## src/rtl/mem_ctrl.sv

```systemverilog
// Load/store initiator between the execute stage and the byte-addressed Mem block.
// Optional macro MEM_CTRL_ALIGN_CHECK_EN rejects misaligned halfword/word accesses.
module mem_ctrl #(
    parameter int DATA_WIDTH = 32,
    parameter int ADDR_WIDTH = 32
) (
    input  logic                  sys_clk,
    input  logic                  sys_rst,
    input  logic                  req_valid,
    output logic                  req_ready,
    input  logic                  req_we,
    input  logic [2:0]            req_funct3,
    input  logic [ADDR_WIDTH-1:0] req_addr,
    input  logic [DATA_WIDTH-1:0] req_wdata,
    output logic                  rsp_valid,
    output logic [DATA_WIDTH-1:0] rsp_rdata,
    output logic                  rsp_err,
    output logic                  mem_op,
    output logic                  mem_rw,
    output logic [ADDR_WIDTH-1:0] mem_addr,
    output logic [DATA_WIDTH-1:0] mem_data_w,
    input  logic [DATA_WIDTH-1:0] mem_data_r
);

    typedef enum logic [1:0] {IDLE, RD, WR, RESP} state_t;

    state_t                state_q, state_d;
    logic                  we_q, we_d;
    logic [2:0]            f3_q, f3_d;
    logic [15:0]           wdata_q, wdata_d;
    logic                  mem_op_q, mem_op_d;
    logic                  mem_rw_q, mem_rw_d;
    logic [ADDR_WIDTH-1:0] mem_addr_q, mem_addr_d;
    logic [DATA_WIDTH-1:0] mem_data_w_q, mem_data_w_d;
    logic                  rsp_valid_q, rsp_valid_d;
    logic [DATA_WIDTH-1:0] rsp_rdata_q, rsp_rdata_d;
    logic                  rsp_err_q, rsp_err_d;

    logic                  illegal;
    logic                  misalign;
    logic [DATA_WIDTH-1:0] load_ext;
    logic [DATA_WIDTH-1:0] rmw_word;

    assign illegal = req_we ? (req_funct3 > 3'd2)
                            : (req_funct3 == 3'd3 || req_funct3 == 3'd6 || req_funct3 == 3'd7);

`ifdef MEM_CTRL_ALIGN_CHECK_EN
    // Legal funct3 low bits encode size: 0=byte, 1=half, 2=word.
    assign misalign = (req_funct3[1:0] == 2'd1 && req_addr[0]) ||
                      (req_funct3[1:0] == 2'd2 && req_addr[1:0] != 2'd0);
`else
    assign misalign = 1'b0;
`endif

    always_comb begin
        load_ext = mem_data_r;
        case (f3_q)
            3'd0:    load_ext = {{(DATA_WIDTH-8){mem_data_r[7]}}, mem_data_r[7:0]};
            3'd1:    load_ext = {{(DATA_WIDTH-16){mem_data_r[15]}}, mem_data_r[15:0]};
            3'd4:    load_ext = {{(DATA_WIDTH-8){1'b0}}, mem_data_r[7:0]};
            3'd5:    load_ext = {{(DATA_WIDTH-16){1'b0}}, mem_data_r[15:0]};
            default: load_ext = mem_data_r;
        endcase
    end

    // Mem always writes four bytes, so sub-word stores merge into the word just read.
    assign rmw_word = f3_q[0] ? {mem_data_r[DATA_WIDTH-1:16], wdata_q[15:0]}
                              : {mem_data_r[DATA_WIDTH-1:8], wdata_q[7:0]};

    always_comb begin
        state_d      = state_q;
        we_d         = we_q;
        f3_d         = f3_q;
        wdata_d      = wdata_q;
        mem_op_d     = 1'b0;
        mem_rw_d     = mem_rw_q;
        mem_addr_d   = mem_addr_q;
        mem_data_w_d = mem_data_w_q;
        rsp_valid_d  = 1'b0;
        rsp_rdata_d  = rsp_rdata_q;
        rsp_err_d    = rsp_err_q;
        case (state_q)
            IDLE: begin
                if (req_valid) begin
                    we_d    = req_we;
                    f3_d    = req_funct3;
                    wdata_d = req_wdata[15:0];
                    if (illegal || misalign) begin
                        state_d     = RESP;
                        rsp_valid_d = 1'b1;
                        rsp_err_d   = 1'b1;
                        rsp_rdata_d = '0;
                    end else if (!req_we || req_funct3 != 3'd2) begin
                        state_d    = RD;
                        mem_op_d   = 1'b1;
                        mem_rw_d   = 1'b0;
                        mem_addr_d = req_addr;
                    end else begin
                        state_d      = WR;
                        mem_op_d     = 1'b1;
                        mem_rw_d     = 1'b1;
                        mem_addr_d   = req_addr;
                        mem_data_w_d = req_wdata;
                    end
                end
            end
            RD: begin
                if (!we_q) begin
                    state_d     = RESP;
                    rsp_valid_d = 1'b1;
                    rsp_err_d   = 1'b0;
                    rsp_rdata_d = load_ext;
                end else begin
                    state_d      = WR;
                    mem_op_d     = 1'b1;
                    mem_rw_d     = 1'b1;
                    mem_data_w_d = rmw_word;
                end
            end
            WR: begin
                state_d     = RESP;
                rsp_valid_d = 1'b1;
                rsp_err_d   = 1'b0;
                rsp_rdata_d = '0;
            end
            default: state_d = IDLE;
        endcase
    end

    always_ff @(posedge sys_clk) begin
        if (sys_rst) begin
            state_q      <= IDLE;
            we_q         <= 1'b0;
            f3_q         <= 3'd0;
            wdata_q      <= '0;
            mem_op_q     <= 1'b0;
            mem_rw_q     <= 1'b0;
            mem_addr_q   <= '0;
            mem_data_w_q <= '0;
            rsp_valid_q  <= 1'b0;
            rsp_rdata_q  <= '0;
            rsp_err_q    <= 1'b0;
        end else begin
            state_q      <= state_d;
            we_q         <= we_d;
            f3_q         <= f3_d;
            wdata_q      <= wdata_d;
            mem_op_q     <= mem_op_d;
            mem_rw_q     <= mem_rw_d;
            mem_addr_q   <= mem_addr_d;
            mem_data_w_q <= mem_data_w_d;
            rsp_valid_q  <= rsp_valid_d;
            rsp_rdata_q  <= rsp_rdata_d;
            rsp_err_q    <= rsp_err_d;
        end
    end

    assign req_ready  = (state_q == IDLE) && !sys_rst;
    assign rsp_valid  = rsp_valid_q;
    assign rsp_rdata  = rsp_rdata_q;
    assign rsp_err    = rsp_err_q;
    assign mem_op     = mem_op_q;
    assign mem_rw     = mem_rw_q;
    assign mem_addr   = mem_addr_q;
    assign mem_data_w = mem_data_w_q;

endmodule

```

## config.mk

```make
export PLATFORM = sky130hd
export DESIGN_NAME = mem_ctrl
export DESIGN_NICKNAME = d
export VERILOG_FILES = /design/src/rtl/mem_ctrl.sv
export SDC_FILE = /design/constraint.sdc
export NUM_CORES = 1
export LEC_CHECK = 0
export ABC_AREA = 1
export CAP_MARGIN = 20
export CORE_MARGIN = 5
export CORE_UTILIZATION = 59
export CTS_BUF_LIST = sky130_fd_sc_hd__clkbuf_8
export CTS_CLUSTER_DIAMETER = 30
export DETAILED_ROUTE_END_ITERATION = 10
export DONT_BUFFER_PORTS = 1
export PLACE_DENSITY = 0.83
export SETUP_SLACK_MARGIN = 0.2
export SLEW_MARGIN = 15
export SYNTH_ARGS = -nofsm -noshare
export SYNTH_HDL_FRONTEND = slang
export SYNTH_SLANG_ARGS = --single-unit
export TNS_END_PERCENT = 100
```

## constraint.sdc

```tcl
create_clock -name sys_clk -period 1.6 [get_ports sys_clk]
set_clock_uncertainty 0.15 [all_clocks]
set_input_delay 0.32 -clock sys_clk [delete_from_list [all_inputs] [get_ports sys_clk]]
set_output_delay 0.32 -clock sys_clk [all_outputs]
set_load 0.01 [all_outputs]
```

==> results.ini, run 1 <==
[final_layout]
seq_area_um2=2447
finalNetCount=957
multiInputGateArea_um2=3161
diodes=0
drive_gt1_frac=0.3097
layout_commonest_cell=nor2_1
fillers=338
finalInstanceArea_um2=8203
fin_cells=973
layout_common_cells=nor2_1, dfxtp_1, dlygate4sd3_1
area_growth_pct=50.85

[pwr]
ir_worst_vdd_mv=1.154
p_leak_nw=3.393
switching_share=0.4346
power.switching_mw=8.050
pwr-share-clk=0.183
p_comb_frac=0.511
pwr_density_cell_nw_per_um2=2258
power_frac_seq=0.306
intPower_mw=10.47

[clocking]
clk_latency_ns=0.44
h-tree-depth=4
cts_buffers=17
ctsRootBufferMaster=clkbuf_8
clk_pin_slew_ns=0.08
cts.sinks=122
cts_tree=yes
ctsLongestPathBuffers=2

[yosys]
ys_ff_latch=122
syn_inst=734
synth_cell_types=30
yosysWarnings=0
synthesis.nets=842
synth_top_area_cell=dfxtp_1
ys_seq_area_frac=0.4491
synth_top_area_frac=0.4491
syn_area_um2=5438
synth.avg_cell_area_um2=7.408
yosys-top-cells-area=dfxtp_1, nor2_1, o21ai_0, mux2i_1, nand2_1

[routing]
drt_iter0_markers=994
viasPerCell=6.587
wl_per_cell_um=25.68
wl_met3_mm=3.102
antenna_left=0
met1_length_mm=7.675
drc=0
dr.max_layer_used=met4
wl_mm=24.98
dr.pass1.iters=9
wl_met2_mm=11.80
num_vias=6409

[sta]
hold_viol=3
setup_viol_count_final=122
worst_pin_slew_ns=0.7482
fin_ws_ns=-0.5849
whs_ns=-0.004743
fin_crit_sh=1.366
layout_min_cycle_time_ns=2.185
rsz0062_at_grt=yes
slew_viol_final=0
slew_headroom=0.4960
max_clock_freq_ghz=0.4577

[floorplan]
row_count=35
core-area_um2=9109
die_h_um=106
start_util=0.5970
die_w_um=106
ioPinCount=204
die-area_um2=11240

[placed_design]
place_hpwl_mm=10.38
place.gp.congestion=0.9112
placed_area_um2=5738
numPortBuffers=0
place_inst=836
dpl_worst_slack_ns=-0.1613

[job]
drv_cap=0

[grt]
grt_pass1_wl_mm=30.01
grt_usage=0.3349
grt-ovfl-total=0
antenna_found_initial=0
grt_max_degree=110
first_global_vias=5821

[critical_path]
worst_ep_required_time_ns=1.75
crit_arrival_ns=2.33
crit_path_start_kind=flip-flop
worst-r2r-setup-slack_ns=-0.58
path_class=reg2reg
cp_max_fo=5
setup.worst_path.end_class=flip-flop

[run_status]
violations=negative hold slack, negative setup slack
outcome=complete, but fails checks

[min_path]
hold_class=in2reg

cells in the mapped netlist, drive strengths merged:
| library cell | number |
|---|---|
| nor2 | 241 |
| dfxtp | 122 |
| clkinv | 1 |
| nand4 | 2 |
| clkbuf | 11 |
| ha | 5 |
| nand2 | 84 |
| a21oi | 23 |
| nand3 | 38 |
| o21ai | 107 |
| a31oi | 1 |
| and3 | 1 |
| inv | 27 |
| mux2i | 32 |
| nor3 | 1 |
| buf | 38 |
logic make-up after synthesis:
group / Yosys count / share of synthesized area
AOI/OAI and AO/OA: 131 / 0.1256
muxes: 32 / 0.05891
DFF: 122 / 0.4491
adders and majority gates: 5 / 0.01150
and+or+nand+nor: 367 / 0.2738
buffers and inverters: 77 / 0.08099
worst max-delay path, cell delays in order (launching register included):
cell and delay (ns):
dfxtp_2 0.34, inv_2 0.08, buf_6 0.10, ha_4 0.16
buf_6 0.13, buf_6 0.12, nand2_8 0.08, buf_6 0.14
o21ai_0 0.59, nor2_1 0.14
path summary, 6_finish.rpt:
path | from | to | cells after the start
max | state_q[1] | f3_q[0] | 9
min | req_wdata[12] | mem_data_w[12] | 4
max reg2reg | state_q[1] | f3_q[0] | 9
min reg2reg | wdata_q[7] | wdata_q[7] | 2
layer usage:
layer,global-route usage,vias to the layer above
li1,-,2606
met1,0.3623,2922
met2,0.5619,657
met3,0.1202,224
met4,0.1998,0
met5,0,-
registers in the layout, indices dropped and copies added (netlist names):
signal,flops
mem_addr,32
mem_data_w,32
rsp_rdata,32
wdata_q,16
f3_q,3
state_q,2
mem_op,1
mem_rw,1
rsp_err,1
rsp_valid,1
we_q,1
final cells by class:
type                    count  area share
multi-input cells         535      0.3853
flip-flops and latches    122      0.2984
repair buffers            145      0.2218
clock buffers              19     0.03188
clock inverters            13     0.02639
inverters                  28     0.01937
well taps                 111     0.01693
timing repair:
| action | CTS | global route |
|---|---|---|
| gates cloned | 4 | 11 |
| setup endpoints to repair | 123 | 123 |
| pin swaps | 12 | 27 |
| gates resized for setup | 134 | 116 |
| buffers inserted | 12 | 9 |
| hold buffers | 69 | 0 |
| endpoints found under the hold margin | 73 | 0 |
through the flow:
step / total power, mW / util / TNS (ns) / hold slack, ns
finish: 18.52 / 0.9005 / -28.99 / -0.004743
global route: 19.14 / 0.9005 / -34.58 / 0.005380
detailed placement: 10.94 / 0.6299 / -7.529 / 0.2363
CTS: 15.66 / 0.8205 / -9.727 / 0.00002948
global placement: 10.70 / 0.6299 / -2.511 / 0.2348
floorplan: 9.355 / - / -1.505 / 0.2317
power groups by stage:
stage,clock (mW),combinational (mW),sequential [mW]
2_1_floorplan,0,4.19,5.17
6_report,3.40,9.46,5.67
5_1_grt,3.51,9.92,5.72
3_3_place_gp,0,5.29,5.41
3_5_place_dp,0,5.49,5.46
4_1_cts,3.29,6.91,5.46
Power figures use the tool's default switching activity.
==> inputs of run 2 (changes only) <==
Settings changed: ABC_CLOCK_PERIOD_IN_PS set to 1600.
==> results of run 2 <==
Same layout as run 1: the final DEF is identical, and so are final timing and power.
==> inputs of run 3 (changes only) <==
Settings changed: CORE_MARGIN 5 to not set.
==> run 3 against run 2 <==
The run now fails in global routing. Synthesized cell count unchanged. Synthesized area unchanged.
==> results.ini, run 3 <==
[clocking]
cts_buffers=17
ctsLongestPathBuffers=2
cts.sinks=122
h-tree-depth=4
ctsRootBufferMaster=clkbuf_8

[grt]
grt_usage=0.9319
grt_max_degree=81
grt-ovfl-total=645

[run_status]
outcome=aborted with a tool error
stop_error=[ERROR GRT-0232] Routing congestion too high. Check the congestion heatmap in the GUI.
stop_stage=global routing

[sta]
grt-worst-endpoint=rsp_rdata[14]$_SDFFE_PP0P_/D
worstEpCategory=sequential cell input

[yosys]
synth_top_area_frac=0.4491
yosysWarnings=0
synth_most_common_cell=nor2_1
synth_async_sr_flop_share=0
synth_edf_count=0
ys_seq_area_frac=0.4491
ys_ff_latch=122
yosys-top-cells-area=dfxtp_1, nor2_1, o21ai_0, mux2i_1, nand2_1
synth.avg_cell_area_um2=7.408
synth_top_area_cell=dfxtp_1
synthesis.nets=842
synth_flop_cell=dfxtp_1
synth_cell_types=30
syn_area_um2=5438
synth_common_cells=nor2_1, dfxtp_1, o21ai_0, nand2_1, nand3_1
syn_inst=734

[placed_design]
place.gp.congestion=0.9114
place_hpwl_mm=9.715
numPortBuffers=0

[floorplan]
die_w_um=98
start_util=0.6175
ioPinCount=204
die_h_um=98
row_count=34

[run 3: cell counts after synthesis]
Identical to the previous run, type by type.
[run 3: through the flow]
stage | worst slack, ns | hold slack (ns) | instances | instance area, µm²
detailed placement | -0.1579 | 0.2372 | 828 | 5684
CTS | -0.1893 | -0.2304 | 957 | 7834
floorplan | -0.04576 | 0.2317 | 734 | 5502
global placement | -0.08830 | 0.2361 | 828 | 5684
[run 3: metal layers]
metal  GRT usage  GRT overflow
met4       1.084           159
met2       1.226           479
met5      0.1077             0
met1      0.8650             5
met3      0.6700             2
[run 3: cells by family after synthesis]
group / Yosys count / synth area share
and+or+nand+nor: 367 / 0.2738
AOI/OAI and AO/OA: 131 / 0.1256
DFF: 122 / 0.4491
buffers and inverters: 77 / 0.08099
muxes: 32 / 0.05891
adders and majority gates: 5 / 0.01150
[run 3: repair_timing]
| action | 4_1_cts |
|---|---|
| setup buffers | 29 |
| endpoints found under the hold margin | 69 |
| hold buffers | 56 |
| endpoints found under the setup margin | 122 |
| pin swaps | 54 |
| cloned | 12 |
| resized for setup | 189 |
==> inputs of run 4 (changes only) <==
Settings changed: ABC_CLOCK_PERIOD_IN_PS 1600 to 2100, CORE_UTILIZATION 59 to 40, CTS_BUF_LIST sky130_fd_sc_hd__clkbuf_8 to not set, CTS_CLUSTER_DIAMETER 30 to not set, PLACE_DENSITY 0.83 to not set, PLACE_DENSITY_LB_ADDON set to 0.15, SETUP_SLACK_MARGIN 0.2 to not set.
Clock period 1.6 ns to 2.1 ns, I/O delays scaled along.
==> run 4 against run 3 <==
The run now ends clean.
==> results.ini, run 4 (same netlist as run 1, synthesis figures left out) <==
[run_status]
outcome=complete, no violations

[critical_path]
cp_max_fo=9
crit_path_start_kind=flip-flop
worst_ep_required_time_ns=1.53
slowest_delay_ns=0.35
path_class=reg2out
crit_top_cell=inv_1
r2r_end=mem_data_w[18]
setup.worst_path.end_class=output port
cp_top_family=flip-flops
cp_cell_sequence=inv_1 > ha_4 > inv_1 > nor2_1
r2r-start=state_q[1]
worst-r2r-setup-slack_ns=0.15
crit_arrival_ns=1.40
slowest_stage=dfxtp_1
path_buf_inv=2
ff2ff_path_depth=7

[job]
drv_cap=0

[floorplan]
ioPinCount=204
core-area_um2=13240
die_h_um=118.6
row_count=42
die_w_um=118.6
start_util=0.4106
die-area_um2=14060

[sta]
max_clock_freq_ghz=0.5087
slew_viol_final=0
hold_viol=0
setup_viol_count_final=0
fin_setup_tns_ns=0
slew_headroom=0.6206
worst_pin_slew_ns=0.5692
rsz0062_at_grt=no
layout_min_cycle_time_ns=1.966
fin_crit_sh=0.9361

[final_layout]
fin_cells=941
area_growth_pct=19.10
layout_common_cells=nor2_1, dfxtp_1, o21ai_0
layout_commonest_cell=nor2_1
drive_gt1_frac=0.09542
diodes=0
postLayoutCoreUtil=0.4890
finalNetCount=861

[clocking]
ctsLongestPathBuffers=2
h-tree-depth=4
clk_pin_slew_ns=0.05
cts_tree=yes
clk_latency_ns=0.41
cts.sinks=122
cts_setup_buffers=0
ctsRootBufferMaster=clkbuf_16
cts_buffers=17

[grt]
grt-ovfl-total=0
grt_pass1_wl_mm=24.12
grt_usage=0.2199
antenna_found_initial=0
grt_max_degree=53
first_global_vias=4715

[min_path]
min_delay_path_depth=2
holdCritStartpoint=mem_data_r[2]
hold_class=in2reg
whs_endpoint=rsp_rdata[2]

[pwr]
ir_worst_vdd_mv=0.6496
pwr_density_cell_nw_per_um2=1661
p_leak_nw=2.747
p_total_mw=10.76

[routing]
antenna_left=0
dr.pass1.iters=7
viasPerCell=5.113
drc=0
wl_mm=14.96
wl_per_cell_um=15.90
num_vias=4811
drt_iter0_markers=284

[placed_design]
numPortBuffers=0
place_inst=878
place_hpwl_mm=10.30
place.gp.congestion=0.8719

[run 4: stage by stage]
stage	worst slack, ns	hold WS, ns	area (µm²)
after floorplan	0.3676	0.2932	5438
after global placement	0.1794	0.3127	5543
after detailed placement	0.07074	0.3214	5543
after CTS	0.04537	0.009328	6461
after global routing	0.03779	0.008747	6476
final	0.1342	0.02679	6476
[run 4: area by class of cell]
class	count	area [µm²]
Fill cell	1298	6766
Clock buffer	23	478.0
Sequential cell	122	2444
Multi-Input combinational cell	535	2570
Clock inverter	8	117.6
Tap cell	176	220.2
Timing Repair Buffer	49	539.3
Inverter	28	107.6
[run 4: worst max-delay path by stage]
| stage | slack [ns] | to | cells after the start | start |
|---|---|---|---|---|
| finish | 0.13 | req_ready | 4 | state_q[0] |
| global route | 0.04 | req_ready | 4 | state_q[0] |
| CTS | 0.05 | req_ready | 4 | state_q[1] |
| detailed placement | 0.07 | rsp_rdata[17] | 10 | state_q[0] |
| global placement | 0.18 | mem_data_w[16] | 11 | state_q[0] |
| floorplan | 0.37 | rsp_rdata[13] | 12 | state_q[0] |
[run 4: power breakdown]
part	switching (mW)	internal, mW	total (mW)	leakage (nW)
clock network	0.989	1.94	2.93	0.293
logic	2.28	1.45	3.72	1.45
registers	0.934	3.17	4.10	1.00
[run 4: repair_timing]
item                                   CTS  global route
hold buffers                            32             0
setup endpoints to repair                1             2
resized for setup                        1             3
endpoints found under the hold margin   44             0
[run 4: metal layers]
metal	wire, µm	vias up	track usage
met4	556	0	0.1266
met5	0	-	0
met1	6195	2197	0.2489
met3	1225	32	0.08542
met2	6983	176	0.3516
li1	-	2406	-
